## src/rtl/seg_pkg.sv

```systemverilog
// Shared constants for the seven-segment scanner: digit count and
// active-low segment patterns ordered {g,f,e,d,c,b,a}.
package seg_pkg;

    localparam int NUM_DIGITS = 4;
    localparam int IDX_W      = $clog2(NUM_DIGITS);

    typedef logic [IDX_W-1:0]      digit_idx_t;
    typedef logic [NUM_DIGITS-1:0] an_t;

    localparam logic [6:0] SEG_0     = 7'b1000000;
    localparam logic [6:0] SEG_1     = 7'b1111001;
    localparam logic [6:0] SEG_2     = 7'b0100100;
    localparam logic [6:0] SEG_3     = 7'b0110000;
    localparam logic [6:0] SEG_4     = 7'b0011001;
    localparam logic [6:0] SEG_5     = 7'b0010010;
    localparam logic [6:0] SEG_6     = 7'b0000010;
    localparam logic [6:0] SEG_7     = 7'b1111000;
    localparam logic [6:0] SEG_8     = 7'b0000000;
    localparam logic [6:0] SEG_9     = 7'b0010000;
    localparam logic [6:0] SEG_BLANK = 7'b1111111;
    localparam logic [6:0] SEG_DASH  = 7'b0111111;

    localparam an_t AN_OFF = '1;

endpackage

```

## src/rtl/bcd_to_seg7.sv

```systemverilog
// Combinational BCD nibble to active-low seven-segment pattern.
// Non-decimal nibbles show a dash so corrupt counts are visible.
module bcd_to_seg7
    import seg_pkg::*;
(
    input  logic [3:0] i_bcd,
    output logic [6:0] o_seg
);

    // Lookup of the segment pattern for one nibble
    always_comb begin
        o_seg = SEG_DASH;
        case (i_bcd)
            4'd0: o_seg = SEG_0;
            4'd1: o_seg = SEG_1;
            4'd2: o_seg = SEG_2;
            4'd3: o_seg = SEG_3;
            4'd4: o_seg = SEG_4;
            4'd5: o_seg = SEG_5;
            4'd6: o_seg = SEG_6;
            4'd7: o_seg = SEG_7;
            4'd8: o_seg = SEG_8;
            4'd9: o_seg = SEG_9;
            default: o_seg = SEG_DASH;
        endcase
    end

endmodule

```

## src/rtl/seven_seg_scan.sv

```systemverilog
// Four-digit multiplexed seven-segment driver. A prescaler paces the
// digit index; the BCD word is snapshotted once per frame so a digit
// never changes part-way through a scan. Outputs are registered.
module seven_seg_scan
    import seg_pkg::*;
#(
    parameter int SCAN_DIV = 100000
)
(
    input  logic        clk,
    input  logic        reset,
    input  logic [15:0] value,
    input  logic        enable,
    input  logic        lzb,
    input  logic        colon,
    output logic [3:0]  an,
    output logic [6:0]  seg,
    output logic        dp
);

    localparam int                CNT_W     = (SCAN_DIV > 2) ? $clog2(SCAN_DIV) : 1;
    localparam logic [CNT_W-1:0]  PRESC_MAX = CNT_W'(SCAN_DIV - 1);
    localparam digit_idx_t        IDX_LAST  = digit_idx_t'(NUM_DIGITS - 1);
    localparam digit_idx_t        IDX_COLON = digit_idx_t'(2);

    logic [CNT_W-1:0] r_presc;
    digit_idx_t       r_idx;
    logic [15:0]      r_shadow;
    an_t              r_an;
    logic [6:0]       r_seg;
    logic             r_dp;

    logic             w_tick;
    logic [3:0]       w_nibble;
    logic [6:0]       w_seg_dec;
    logic             w_lz_blank;
    an_t              w_an_sel;
    logic [6:0]       w_seg_next;
    logic             w_dp_next;

    assign w_tick = (r_presc == PRESC_MAX);

    // Prescaler, digit index and once-per-frame value snapshot
    always_ff @(posedge clk) begin
        if (reset) begin
            r_presc  <= '0;
            r_idx    <= '0;
            r_shadow <= 16'h0000;
        end else begin
            if (w_tick) begin
                r_presc <= '0;
                r_idx   <= r_idx + 1'b1;
                if (r_idx == IDX_LAST) begin
                    r_shadow <= value;
                end
            end else begin
                r_presc <= r_presc + 1'b1;
            end
        end
    end

    assign w_nibble = r_shadow[{r_idx, 2'b00} +: 4];

    bcd_to_seg7 u_dec (
        .i_bcd (w_nibble),
        .o_seg (w_seg_dec)
    );

    // Leading-zero blanking: a digit blanks only if it and every digit to its left are zero
    always_comb begin
        w_lz_blank = 1'b0;
        case (r_idx)
            2'd3:    w_lz_blank = (r_shadow[15:12] == 4'd0);
            2'd2:    w_lz_blank = (r_shadow[15:8]  == 8'd0);
            2'd1:    w_lz_blank = (r_shadow[15:4]  == 12'd0);
            default: w_lz_blank = 1'b0;
        endcase
        w_lz_blank = w_lz_blank & lzb;
    end

    // Next-cycle output values from the current index and snapshot
    always_comb begin
        w_an_sel   = ~(an_t'(1) << r_idx);
        w_seg_next = (!enable || w_lz_blank) ? SEG_BLANK : w_seg_dec;
        w_dp_next  = ~(enable && colon && (r_idx == IDX_COLON));
    end

    // Registered display outputs
    always_ff @(posedge clk) begin
        if (reset) begin
            r_an  <= AN_OFF;
            r_seg <= SEG_BLANK;
            r_dp  <= 1'b1;
        end else begin
            r_an  <= enable ? w_an_sel : AN_OFF;
            r_seg <= w_seg_next;
            r_dp  <= w_dp_next;
        end
    end

    assign an  = r_an;
    assign seg = r_seg;
    assign dp  = r_dp;

endmodule

```

## config.mk

```make
export PLATFORM = sky130hd
export DESIGN_NAME = seven_seg_scan
export DESIGN_NICKNAME = d
export VERILOG_FILES = /design/src/rtl/seg_pkg.sv /design/src/rtl/bcd_to_seg7.sv /design/src/rtl/seven_seg_scan.sv
export SDC_FILE = /design/constraint.sdc
export NUM_CORES = 1
export LEC_CHECK = 0
export ABC_AREA = 1
export BUFFER_PORTS_ARGS = -buffer_cell sky130_fd_sc_hd__buf_4
export CORE_UTILIZATION = 60
export CTS_CLUSTER_DIAMETER = 60
export DETAILED_ROUTE_END_ITERATION = 6
export PLACE_DENSITY = 0.93
export SYNTH_ARGS = -nofsm -noshare
export SYNTH_HDL_FRONTEND = slang
export SYNTH_HIERARCHICAL = 1
export SYNTH_SLANG_ARGS = --single-unit
```

## constraint.sdc

```tcl
create_clock -name clk -period 4.34 [get_ports clk]
set_input_delay 0.868 -clock clk [delete_from_list [all_inputs] [get_ports clk]]
set_output_delay 0.868 -clock clk [all_outputs]
set_load 0.005 [all_outputs]
```

# Yosys cells after proc, flatten, opt, wreduce, memory -nomap -nowiden
# Memories as Yosys holds them, arrays and structs flattened. A register that Yosys moved wholly into a read port is not among the register bits.
# Cells that the tools add are included.
# W data, S select, Z words.
[op_classes]
n_mux = 1
shift = 2
n_eq_ne = 4
bitwise = 4
n_addsub = 2
n_reduce_logical = 11
[ops]
columns = ["operator", "n"]
rows = [
  ["$add A17 B1 Y17 const B", 1],
  ["$eq A17 B17 Y1 const B", 1],
  ["$shiftx A16 B5 Y4", 1],
  ["$logic_not A12 Y1", 1],
  ["$logic_not A8 Y1", 1],
  ["$reduce_or A2 Y1", 3],
  ["$eq A2 B2 Y1 const B", 2],
  ["$logic_not A4 Y1", 1],
  ["$not A4 Y4", 1],
  ["$shl A1 B2 Y4 const A", 1],
  ["$pmux W1 S3", 1],
  ["$add A2 B1 Y2 const B", 1],
  ["$eq A2 B1 Y1 const B", 1],
  ["$logic_and A1 B1 Y1", 2],
  ["$not A1 Y1", 2],
  ["$reduce_and A2 Y1", 1],
  ["$and A1 B1 Y1", 1],
  ["$logic_not A1 Y1", 1],
  ["$logic_or A1 B1 Y1", 1],
]
[word_totals]
romBits = 112
input_bits = 21
memories = 1
ff_bits = 40
[mem_list]
columns = ["name", "words", "width", "read_ports", "rd_clocked_by_memory_dff", "wr", "line_no", "rtl"]
rows = [
  ["(name not given)", 16, 7, 1, 1, 0, "bcd_to_seg7.sv:13", "case (i_bcd)"],
]

# Depth between registers and ports, before layout
[logic_depth]
ltp_word = 5
ltp_mapped = 11

# By module
# Netlist, hierarchy kept.
[by_module_without_submodules]
columns = ["module", "seq_area_each_um2", "cells_per_inst", "area_each_um2", "n_inst"]
rows = [
  ["seven_seg_scan", 940.9, 334, 2321.0, 1],
  ["bcd_to_seg7", 0.0, 35, 187.7, 1],
]

# Worst setup path before layout
# No wires, ideal clock.
[synth_path]
path_kind = "reg-to-reg"
from = "register r_idx[0]"
to = "register r_seg[3], in the netlist seg[3]"
path_slack_ps = 2413
t_arrival_ps = 1798
setup_time_ps = 129
n_path_buf = 1
stages_incl_launch_ff = 11
required_ps = 4211
path_cell_list = "dfxtp_1 -> inv_1 -> clkbuf_1 -> a21oi_1 -> a21oi_1 -> inv_1 -> ha_1 -> nand2_1 -> nand3_1 -> nand2_1 -> nand3b_1"
[synth_via]
word_cells_on_any_way = 8
classes_between = "eq/ne: 3; shift: 1; mux: 1; bitwise: 1; reduce/logical: 2"
[synth_rtl]
columns = ["item", "line_no", "rtl"]
rows = [
  ["from (decl)", "seven_seg_scan.sv:27", "digit_idx_t r_idx;"],
  ["from (signal assigned)", "seven_seg_scan.sv:52", "r_idx <= r_idx + 1'b1;"],
  ["$shiftx A16 B5 Y4", "seven_seg_scan.sv:62", "assign w_nibble = r_shadow[{r_idx, 2'b00} +: 4];"],
  ["named net w_nibble[0]", "seven_seg_scan.sv:34", "logic [3:0] w_nibble;"],
  ["to (decl)", "seven_seg_scan.sv:30", "logic [6:0] r_seg;"],
]
# The timed path passes the listed nets, and every way through them passes these cells.
# A chain may end at the register's enable or synchronous reset.

# Worst setup path in the final report
# Same ends and word-level chain as after synthesis.

==> impl_metrics.json <==
{
  "rsz0062_at_grt": "false",
  "ys_top_cells_by_area": "dfxtp_1 38%, nand2_1 13%, inv_1 11%",
  "routedWlPerCell_um": 11.0,
  "final.setup_skew_ns": 0.00929,
  "pwr-share-comb": 0.051,
  "setup_slack_ns": 2.08,
  "critPathSlowestCell": "dfxtp_1",
  "cts_resized": 0,
  "swShare": 0.205,
  "synth_seq_area_share": 0.375,
  "outcome": "finished clean",
  "preCtsSetupSlack_ns": 2.13,
  "die-area_mm2": 0.00444,
  "drt_wl_total_um": 4940,
  "syn2layout_area_growth_pct": 14.3,
  "fin_nets": 431,
  "yosysUniqueCellTypes": 28,
  "clk_pin_slew_ns": 0.09,
  "hp-class": "reg -> reg",
  "vias": 2235,
  "grt_pass1_vias": 1938,
  "arrival_ns": 2.43,
  "start_util": 0.627,
  "period_minus_slack_ns": 2.26,
  "cts_tree": "yes",
  "synth_largest_area_cell": "dfxtp_1",
  "grt_max_degree": 20,
  "clock_tree.buffer_depth": 2,
  "finalCritPeriodShare": 0.521,
  "syn_area_per_cell_um2": 6.80,
  "die_w_um": 66.7,
  "worst_pin_slew_ns": 0.738,
  "worstPathRequired_ns": 4.51,
  "dr.pass1.iters": 4,
  "report.final.slew_viol_count": 0,
  "ys_warn_count": 6,
  "relSlewSlack": 0.508,
  "crit_chain": "inv_1 -> o21ai_0 -> a21oi_1 -> a21oi_1 -> inv_1 -> ha_1 -> nand2_1 -> nand3_1 -> nand2_1 -> nand3b_1",
  "drc": 0,
  "ios": 33,
  "p_leak_nw": 1.38,
  "syn-instance-count": 369,
  "cts_buffers": 5,
  "gp_congestion": 0.944,
  "fin_util": 0.717,
  "portBuffers": 32,
  "maxCapViolCount": 0,
  "synth.net_count": 401,
  "setup_viol": 0,
  "post_cts_buffers": 0,
  "insertion_delay_ns": 0.30,
  "antenna_cells": 0,
  "path_buf_inv": 2,
  "path_delay_family": "compound AO/OA/AOI/OAI gates",
  "row_count": 23,
  "via_per_inst": 4.98,
  "synth_seq_cells": 47,
  "grt-ovfl-total": 0,
  "h-tree-depth": 2,
  "seqPwrFrac": 0.556,
  "drtAntennaViolNets": 0,
  "numClockSinks": 47,
  "intPower_w": 0.000627,
  "layout_common_cells": "90 x nand2_1, 71 x inv_1, 47 x dfxtp_1",
  "grt_util_all_layers": 0.239,
  "die-height_um": 66.7,
  "ir_worst_vdd_v": 0.000162,
  "antenna_found_initial": 0,
  "cp_max_fo": 16,
  "fin_setup_tns_ns": 0,
  "core_area_mm2": 0.00400,
  "cts_root_buf": "clkbuf_8",
  "fill_cells": 323,
  "p_per_area_mw_per_mm2": 275,
  "switching_power_w": 0.000162,
  "cp_slowest_stage_delay_ns": 0.47,
  "start_kind": "register",
  "hold_viol": 0,
  "drive_gt1_frac": 0.135,
  "netlist_area_mm2": 0.00251,
  "drtIter0Drc": 127,
  "p_clk_frac": 0.393,
  "final_common_cell": "nand2_1",
  "critPathKind": "reg -> reg",
  "fmax_mhz": 442,
  "ctsHoldBuffers": 0,
  "dp_hpwl_um": 3600,
  "netlist.area_leader.share": 0.375,
  "crit_path_end_kind": "register",
  "grt_first_pass_wirelength_um": 8080,
  "hold_ws_ns": 0.468
}
cell type report:
type | instances | area [um2] | area share
Clock buffer | 6 | 72.6 | 0.0253
Clock inverter | 1 | 30.0 | 0.0105
Inverter | 77 | 289 | 0.101
Multi-Input combinational cell | 236 | 1230 | 0.430
Sequential cell | 47 | 941 | 0.328
Tap cell | 50 | 62.6 | 0.0218
Timing Repair Buffer | 32 | 240 | 0.0838
sequential cells by signal, indices dropped and copies added, names as in the netlist:
| signal | flops |
|---|---|
| r_presc | 17 |
| dp | 1 |
| seg | 7 |
| an | 4 |
| r_shadow | 16 |
| r_idx | 2 |
per-stage QoR:
| stage | cells | total power [W] | cell area, um2 |
|---|---|---|---|
| CTS | 449 | 0.000789 | 2870 |
| floorplan | 369 | 0.000467 | 2510 |
| finish | 449 | 0.000789 | 2870 |
| global route | 449 | 0.000816 | 2870 |
| global placement | 442 | 0.000488 | 2760 |
| detailed placement | 442 | 0.000489 | 2760 |
routing by layer:
layer,vias up,wire [um],GRT usage,part of all wire
met5,-,0,0,0
met4,0,60,0.0771,0.012
li1,1183,-,-,-
met2,59,2320,0.405,0.47
met3,6,255,0.0514,0.052
met1,987,2300,0.296,0.47
path summary, 6_finish.rpt:
check | start | to | slack (ns) | cells after the start
worst max-delay path | r_idx[0]$_SDFFE_PP0P_ | seg[3]$_SDFF_PP1_ | 2.08 | 10
worst min-delay path | r_presc[0]$_SDFF_PP0_ | r_presc[0]$_SDFF_PP0_ | 0.47 | 1
worst min register to register | r_presc[0]$_SDFF_PP0_ | r_presc[0]$_SDFF_PP0_ | 0.47 | 1
worst max register to register | r_idx[0]$_SDFFE_PP0P_ | seg[3]$_SDFF_PP1_ | 2.08 | 10
cell usage after synthesis:
cell and instances:
dfxtp_1 47, nor3_1 5, a21oi_1 17, nand4_1 18, nor4_1 1, nor2_8 1
clkinv_1 2, inv_2 4, nor2_1 46, buf_4 1, clkbuf_1 5, buf_6 1
nand3_1 12, nand3_4 1, or2_2 1, nand2_1 90, xor2_1 5, inv_1 71
nand3_2 1, nor2_4 1, ha_1 11, nand2_2 6, xnor2_1 3, o21ai_0 6
o21bai_1 1, nand3b_1 9, buf_2 2, nor3_4 1
power groups by stage:
stage                     Clock [W]  Combinational (W)  Sequential, W
after global routing       0.000331          0.0000447       0.000440
after global placement            0          0.0000387       0.000449
final                      0.000310          0.0000400       0.000439
after CTS                  0.000310          0.0000404       0.000439
after floorplan                   0          0.0000177       0.000449
after detailed placement          0          0.0000403       0.000449
cells by family (layout without fill, tap and decap cells):
kind of cell               Yosys count  count (layout)  synth area share
and+or+nand+nor                    193             193             0.359
DFF                                 47              47             0.375
xor gates and xnor gates             8               8            0.0279
buffers and inverters               86             116             0.134
AOI/OAI and AO/OA                   24              24            0.0489
adders and majority gates           11              11            0.0549
No activity file was read; power rests on OpenSTA's default activity.
